$ cat src/rtl/word_ser_pkg.sv
`default_nettype none
// ============================================================================
// Module      : word_ser_pkg
// Description : Shared types and sizing helpers for the word serializer.
//               The WORD_SER_PARITY_EN macro adds one even-parity beat per word.
// Revision    : 1.0 - initial release
// ============================================================================
package word_ser_pkg;

    // Two-state control: waiting for a word, or shifting one out.
    typedef enum logic [0:0] {
        IDLE  = 1'b0,
        SHIFT = 1'b1
    } state_t;

`ifdef WORD_SER_PARITY_EN
    localparam int c_PARITY_BEATS = 1;
`else
    localparam int c_PARITY_BEATS = 0;
`endif

    // Beat counter width; WIDTH+1 values so the parity beat index fits too.
    function automatic int count_w(input int width);
        return $clog2(width + 1);
    endfunction

    // Serial beats per word (data bits plus optional parity beat).
    function automatic int nbeats(input int width);
        return width + c_PARITY_BEATS;
    endfunction

endpackage
`default_nettype wire

$ cat src/rtl/shift_reg.sv
`default_nettype none
// ============================================================================
// Module      : shift_reg
// Description : WIDTH-bit parallel-load shift register with a shift-by-one
//               enable. LSB_FIRST selects which end is presented on o_bit.
// Revision    : 1.0 - initial release
// ============================================================================
module shift_reg #(
    parameter int WIDTH     = 16,
    parameter bit LSB_FIRST = 1'b0
) (
    input  logic             clk,
    input  logic             rst_n,
    input  logic             i_load,
    input  logic             i_shift,
    input  logic [WIDTH-1:0] i_data,
    output logic             o_bit
);

    logic [WIDTH-1:0] r_q;
    logic [WIDTH-1:0] w_shifted;

    generate
        if (LSB_FIRST) begin : g_lsb_first
            assign w_shifted = {1'b0, r_q[WIDTH-1:1]};
            assign o_bit     = r_q[0];
        end else begin : g_msb_first
            assign w_shifted = {r_q[WIDTH-2:0], 1'b0};
            assign o_bit     = r_q[WIDTH-1];
        end
    endgenerate

    // Load has priority so a new word can replace the drained one on the same edge.
    always_ff @(posedge clk or negedge rst_n) begin
        if (!rst_n) begin
            r_q <= '0;
        end else if (i_load) begin
            r_q <= i_data;
        end else if (i_shift) begin
            r_q <= w_shifted;
        end
    end

endmodule
`default_nettype wire

$ cat src/rtl/word_serializer.sv
`default_nettype none
// ============================================================================
// Module      : word_serializer
// Description : Parallel-to-serial unloader. Accepts one WIDTH-bit word per
//               valid/ready handshake and emits it one bit per accepted beat,
//               with back-to-back reload on the final beat.
//               Optional macro WORD_SER_PARITY_EN appends an even-parity beat.
// Revision    : 1.0 - initial release
// ============================================================================
module word_serializer
    import word_ser_pkg::*;
#(
    parameter int WIDTH     = 16,
    parameter bit LSB_FIRST = 1'b0
) (
    input  logic             clk,
    input  logic             rst_n,
    input  logic             in_valid,
    output logic             in_ready,
    input  logic [WIDTH-1:0] in_data,
    output logic             out_valid,
    input  logic             out_ready,
    output logic             out_bit,
    output logic             out_last,
    output logic             busy
);

    localparam int c_NBEATS  = nbeats(WIDTH);
    localparam int c_COUNT_W = count_w(WIDTH);
    localparam logic [c_COUNT_W-1:0] c_LAST_BEAT = c_COUNT_W'(c_NBEATS - 1);

    state_t                 r_state;
    state_t                 w_next_state;
    logic [c_COUNT_W-1:0]   r_count;
    logic                   w_beat;
    logic                   w_last;
    logic                   w_last_beat;
    logic                   w_accept;
    logic                   w_sr_bit;

    assign w_last      = (r_state == SHIFT) && (r_count == c_LAST_BEAT);
    assign w_beat      = (r_state == SHIFT) && out_ready;
    assign w_last_beat = w_beat && w_last;
    // Ready on the final beat too, so the next word follows with no bubble.
    assign in_ready    = (r_state == IDLE) || w_last_beat;
    assign w_accept    = in_valid && in_ready;

    assign out_valid   = (r_state == SHIFT);
    assign out_last    = w_last;
    assign busy        = (r_state != IDLE);

    // State register.
    always_ff @(posedge clk or negedge rst_n) begin
        if (!rst_n) begin
            r_state <= IDLE;
        end else begin
            r_state <= w_next_state;
        end
    end

    // Next state: start on acceptance, stay in SHIFT when a reload coincides with the last beat.
    always_comb begin
        w_next_state = r_state;
        case (r_state)
            IDLE: begin
                if (w_accept) begin
                    w_next_state = SHIFT;
                end
            end
            SHIFT: begin
                if (w_last_beat && !w_accept) begin
                    w_next_state = IDLE;
                end
            end
            default: w_next_state = IDLE;
        endcase
    end

    // Beat counter: restarts on each new word, advances on every accepted beat.
    always_ff @(posedge clk or negedge rst_n) begin
        if (!rst_n) begin
            r_count <= '0;
        end else if (w_accept) begin
            r_count <= '0;
        end else if (w_beat) begin
            r_count <= r_count + c_COUNT_W'(1);
        end
    end

    shift_reg #(
        .WIDTH     (WIDTH),
        .LSB_FIRST (LSB_FIRST)
    ) u_shift_reg (
        .clk     (clk),
        .rst_n   (rst_n),
        .i_load  (w_accept),
        .i_shift (w_beat && !w_accept),
        .i_data  (in_data),
        .o_bit   (w_sr_bit)
    );

`ifdef WORD_SER_PARITY_EN
    localparam logic [c_COUNT_W-1:0] c_PARITY_BEAT = c_COUNT_W'(WIDTH);

    logic r_parity;

    // Even parity of the accepted word, presented on the beat after the data bits.
    always_ff @(posedge clk or negedge rst_n) begin
        if (!rst_n) begin
            r_parity <= 1'b0;
        end else if (w_accept) begin
            r_parity <= ^in_data;
        end
    end

    assign out_bit = out_valid && ((r_count == c_PARITY_BEAT) ? r_parity : w_sr_bit);
`else
    assign out_bit = out_valid && w_sr_bit;
`endif

endmodule
`default_nettype wire
$ cat config.mk
export PLATFORM = sky130hd
export DESIGN_NAME = word_serializer
export DESIGN_NICKNAME = d
export VERILOG_FILES = /design/src/rtl/word_ser_pkg.sv /design/src/rtl/shift_reg.sv /design/src/rtl/word_serializer.sv
export SDC_FILE = /design/constraint.sdc
export NUM_CORES = 1
export LEC_CHECK = 0
export BUFFER_PORTS_ARGS = -buffer_cell sky130_fd_sc_hd__clkbuf_2
export CORE_MARGIN = 5
export CORE_UTILIZATION = 53
export DETAILED_ROUTE_END_ITERATION = 8
export PLACE_DENSITY = 0.78
export RECOVER_POWER = 25
export SLEW_MARGIN = 10
export SYNTH_ARGS = -nofsm -noshare
export SYNTH_HDL_FRONTEND = slang
export SYNTH_HIERARCHICAL = 1
export SYNTH_SLANG_ARGS = --single-unit
$ cat constraint.sdc
create_clock -name clk -period 2.3 [get_ports clk]
set_input_delay 0.69 -clock clk [delete_from_list [all_inputs] [get_ports clk]]
set_output_delay 0.69 -clock clk [all_outputs]
set_load 0.03 [all_outputs]
==> flow_summary.json <==
{
  "die_h_um": 57.1,
  "worstSetupPathType": "flip-flop to output pin",
  "worstPathMaxFanout": 3,
  "drtAntennaViolNets": 0,
  "fp-row-count": 17,
  "first_pass_iters": 4,
  "syn_nets": 139,
  "seq_area_frac_synth": 0.468,
  "p_leak_nw": 0.717,
  "relSlewSlack": 0.269,
  "clock_latency_ns": 0.30,
  "p_seq_frac": 0.450,
  "syn_area_um2": 1180,
  "syn_to_final_growth_pct": 21.1,
  "grt_pass1_vias": 894,
  "whs_ns": 0.558,
  "wl_per_cell_um": 14.2,
  "die_area_um2": 3260,
  "hold_violations": 0,
  "cp.arrival_ns": 1.58,
  "outcome": "complete, no violations",
  "vias": 940,
  "final_cell_mix": "22 x dfrtp_1, 21 x clkbuf_2, 20 x nand2_1",
  "period_minus_slack_ns": 2.27,
  "worstMarginPinSlew_ns": 1.10,
  "core-area_um2": 2170,
  "hold_class": "input port to async pin",
  "rsz0062_at_grt": "yes",
  "die_w_um": 57.1,
  "drt-total-wl_um": 2470,
  "clock_sinks": 22,
  "p_sw_mw": 0.486,
  "worst_ir_drop_vdd_mv": 0.597,
  "fmax_mhz": 441,
  "yosys_warnings": 6,
  "track_usage": 0.142,
  "maxCapViolCount": 0,
  "final_nets": 169,
  "cts.path.max_buffers": 2,
  "clk_pin_slew_ns": 0.11,
  "fin_skew_ns": 0.00177,
  "final_area_um2": 1430,
  "drive_gt1_frac": 0.315,
  "power.total_mw": 1.38,
  "grt_pass1_wl_um": 3680,
  "synth-seq-cells": 22,
  "internal_power_mw": 0.896,
  "setup_viol": 0,
  "start_kind": "flip-flop",
  "setup_ws_ns": 0.0327,
  "worst_ep_required_time_ns": 1.61,
  "p_comb_frac": 0.401,
  "insertedDiodeCount": 0,
  "pre_cts_ws_ns": 0.149,
  "routabilityCongestion": 0.776,
  "final_common_cell": "dfrtp_1",
  "port_buffers": 24,
  "io-pin-count": 25,
  "htree_levels": 1,
  "overflow": 0,
  "cp-end-kind": "output pin",
  "period_share": 0.986,
  "cts_tree": "yes",
  "maxSlewViolCount": 0,
  "drt_iter0_markers": 19,
  "viasPerCell": 5.40,
  "grt_max_degree": 33,
  "cts_buffers": 3,
  "yosysUniqueCellTypes": 26,
  "swShare": 0.352,
  "netlist_instances": 117,
  "drcViolationCount": 0,
  "syn_area_per_cell_um2": 10.1,
  "powerDensity_nw_per_um2": 969,
  "antenna_found_initial": 0,
  "cts_hold_buf": 0,
  "cts_root_buffer": "clkbuf_4",
  "initial_utilization": 0.543,
  "clockPowerShare": 0.149,
  "place_area_um2": 1290,
  "hpwl_um": 1570
}
## power by group through the flow
| stage | clock (mW) | sequential, mW | combinational (mW) |
|---|---|---|---|
| global route | 0.235 | 0.636 | 0.606 |
| global placement | 0 | 0.615 | 0.414 |
| detailed placement | 0 | 0.628 | 0.448 |
| floorplan | 0 | 0.609 | 0.336 |
| finish | 0.206 | 0.622 | 0.554 |
| CTS | 0.213 | 0.617 | 0.501 |
## sequential cells by signal, summed over array words and instances (netlist names)
name,count
u_shift_reg/r_q,16
busy,1
r_count,5
## logic make-up after synthesis
family                   count (synthesis)  share of synthesized area
adder cells (fa/ha/maj)                  2                     0.0213
AO/OA/AOI/OAI                           30                      0.145
AND/OR/NAND/NOR                         35                      0.142
buffers and inverters                   11                     0.0797
multiplexers                            17                      0.145
flip-flops                              22                      0.468
## final cells by class
| cell class | instances | area (um2) |
|---|---|---|
| Multi-Input combinational cell | 84 | 574 |
| Tap cell | 28 | 35.0 |
| Clock buffer | 4 | 36.3 |
| Fill cell | 177 | 743 |
| Sequential cell | 22 | 551 |
| Inverter | 2 | 7.51 |
| Timing Repair Buffer | 34 | 223 |
## per-stage QoR
| stage | setup TNS, ns | std cells | utilization |
|---|---|---|---|
| 2_1_floorplan | 0 | 117 | - |
| 3_3_place_gp | 0 | 164 | 0.596 |
| 3_5_place_dp | 0 | 164 | 0.596 |
| 4_1_cts | 0 | 170 | 0.635 |
| 5_1_grt | -0.0591 | 174 | 0.657 |
| 6_report | 0 | 174 | 0.657 |
## worst max-delay path, stage by stage, from the launching register on
cell,delay (ns)
dfrtp_1,0.41
ha_2,0.20
and3_4,0.19
ha_4,0.17
nand2_4,0.08
nand2_4,0.06
buf_8,0.16
## Yosys cell counts
| cell | n | area (um2) |
|---|---|---|
| mux2i_1 | 17 | 170 |
| a211oi_2 | 1 | 12.5 |
| clkbuf_1 | 1 | 3.75 |
| a22o_1 | 1 | 8.76 |
| buf_6 | 4 | 45.0 |
| buf_12 | 1 | 20.0 |
| buf_4 | 1 | 7.51 |
| and2b_1 | 1 | 7.51 |
| a31oi_1 | 1 | 6.26 |
| nor2b_1 | 1 | 6.26 |
| o22ai_1 | 1 | 6.26 |
| inv_1 | 2 | 7.51 |
| nand2b_1 | 3 | 18.8 |
| a211oi_1 | 1 | 7.51 |
| and2_1 | 2 | 12.5 |
| a21oi_1 | 5 | 25.0 |
| o21ai_1 | 12 | 60.1 |
| nand3_1 | 3 | 15.0 |
| buf_2 | 2 | 10.0 |
| nand2_1 | 22 | 82.6 |
| and3_1 | 2 | 12.5 |
| dfrtp_1 | 22 | 551 |
| a41oi_1 | 1 | 8.76 |
| ha_1 | 2 | 25.0 |
| nor3b_2 | 1 | 12.5 |
| o21ai_0 | 7 | 35.0 |
## path summary, 6_finish.rpt
kind / start / slack (ns) / endpoint / cells after the start
max: r_count[0]$_DFFE_PN0P_ / 0.03 / in_ready / 6
min: rst_n / 0.56 / r_count[0]$_DFFE_PN0P_ / 1
max reg2reg: r_count[0]$_DFFE_PN0P_ / 0.11 / u_shift_reg/r_q[3]$_DFFE_PN0P_ / 10
min reg2reg: u_shift_reg/r_q[7]$_DFFE_PN0P_ / 0.57 / u_shift_reg/r_q[7]$_DFFE_PN0P_ / 2
max in group asynchronous: rst_n / 1.09 / busy$_DFF_PN0_ / 1
min in group clk: u_shift_reg/r_q[7]$_DFFE_PN0P_ / 0.57 / u_shift_reg/r_q[7]$_DFFE_PN0P_ / 2
## layer usage
metal | wire [um] | track usage
met1 | 1100 | 0.169
met2 | 1210 | 0.240
met3 | 96 | 0.0271
met4 | 70 | 0.0795
met5 | 0 | 0
## repair_timing
item | CTS | global route
hold endpoints to repair | 0 | 0
buffers inserted | 2 | 4
setup endpoints to repair | 2 | 2
gates resized for setup | 8 | 8
pin swaps | 1 | 1
No activity file was read; power rests on OpenSTA's default activity.
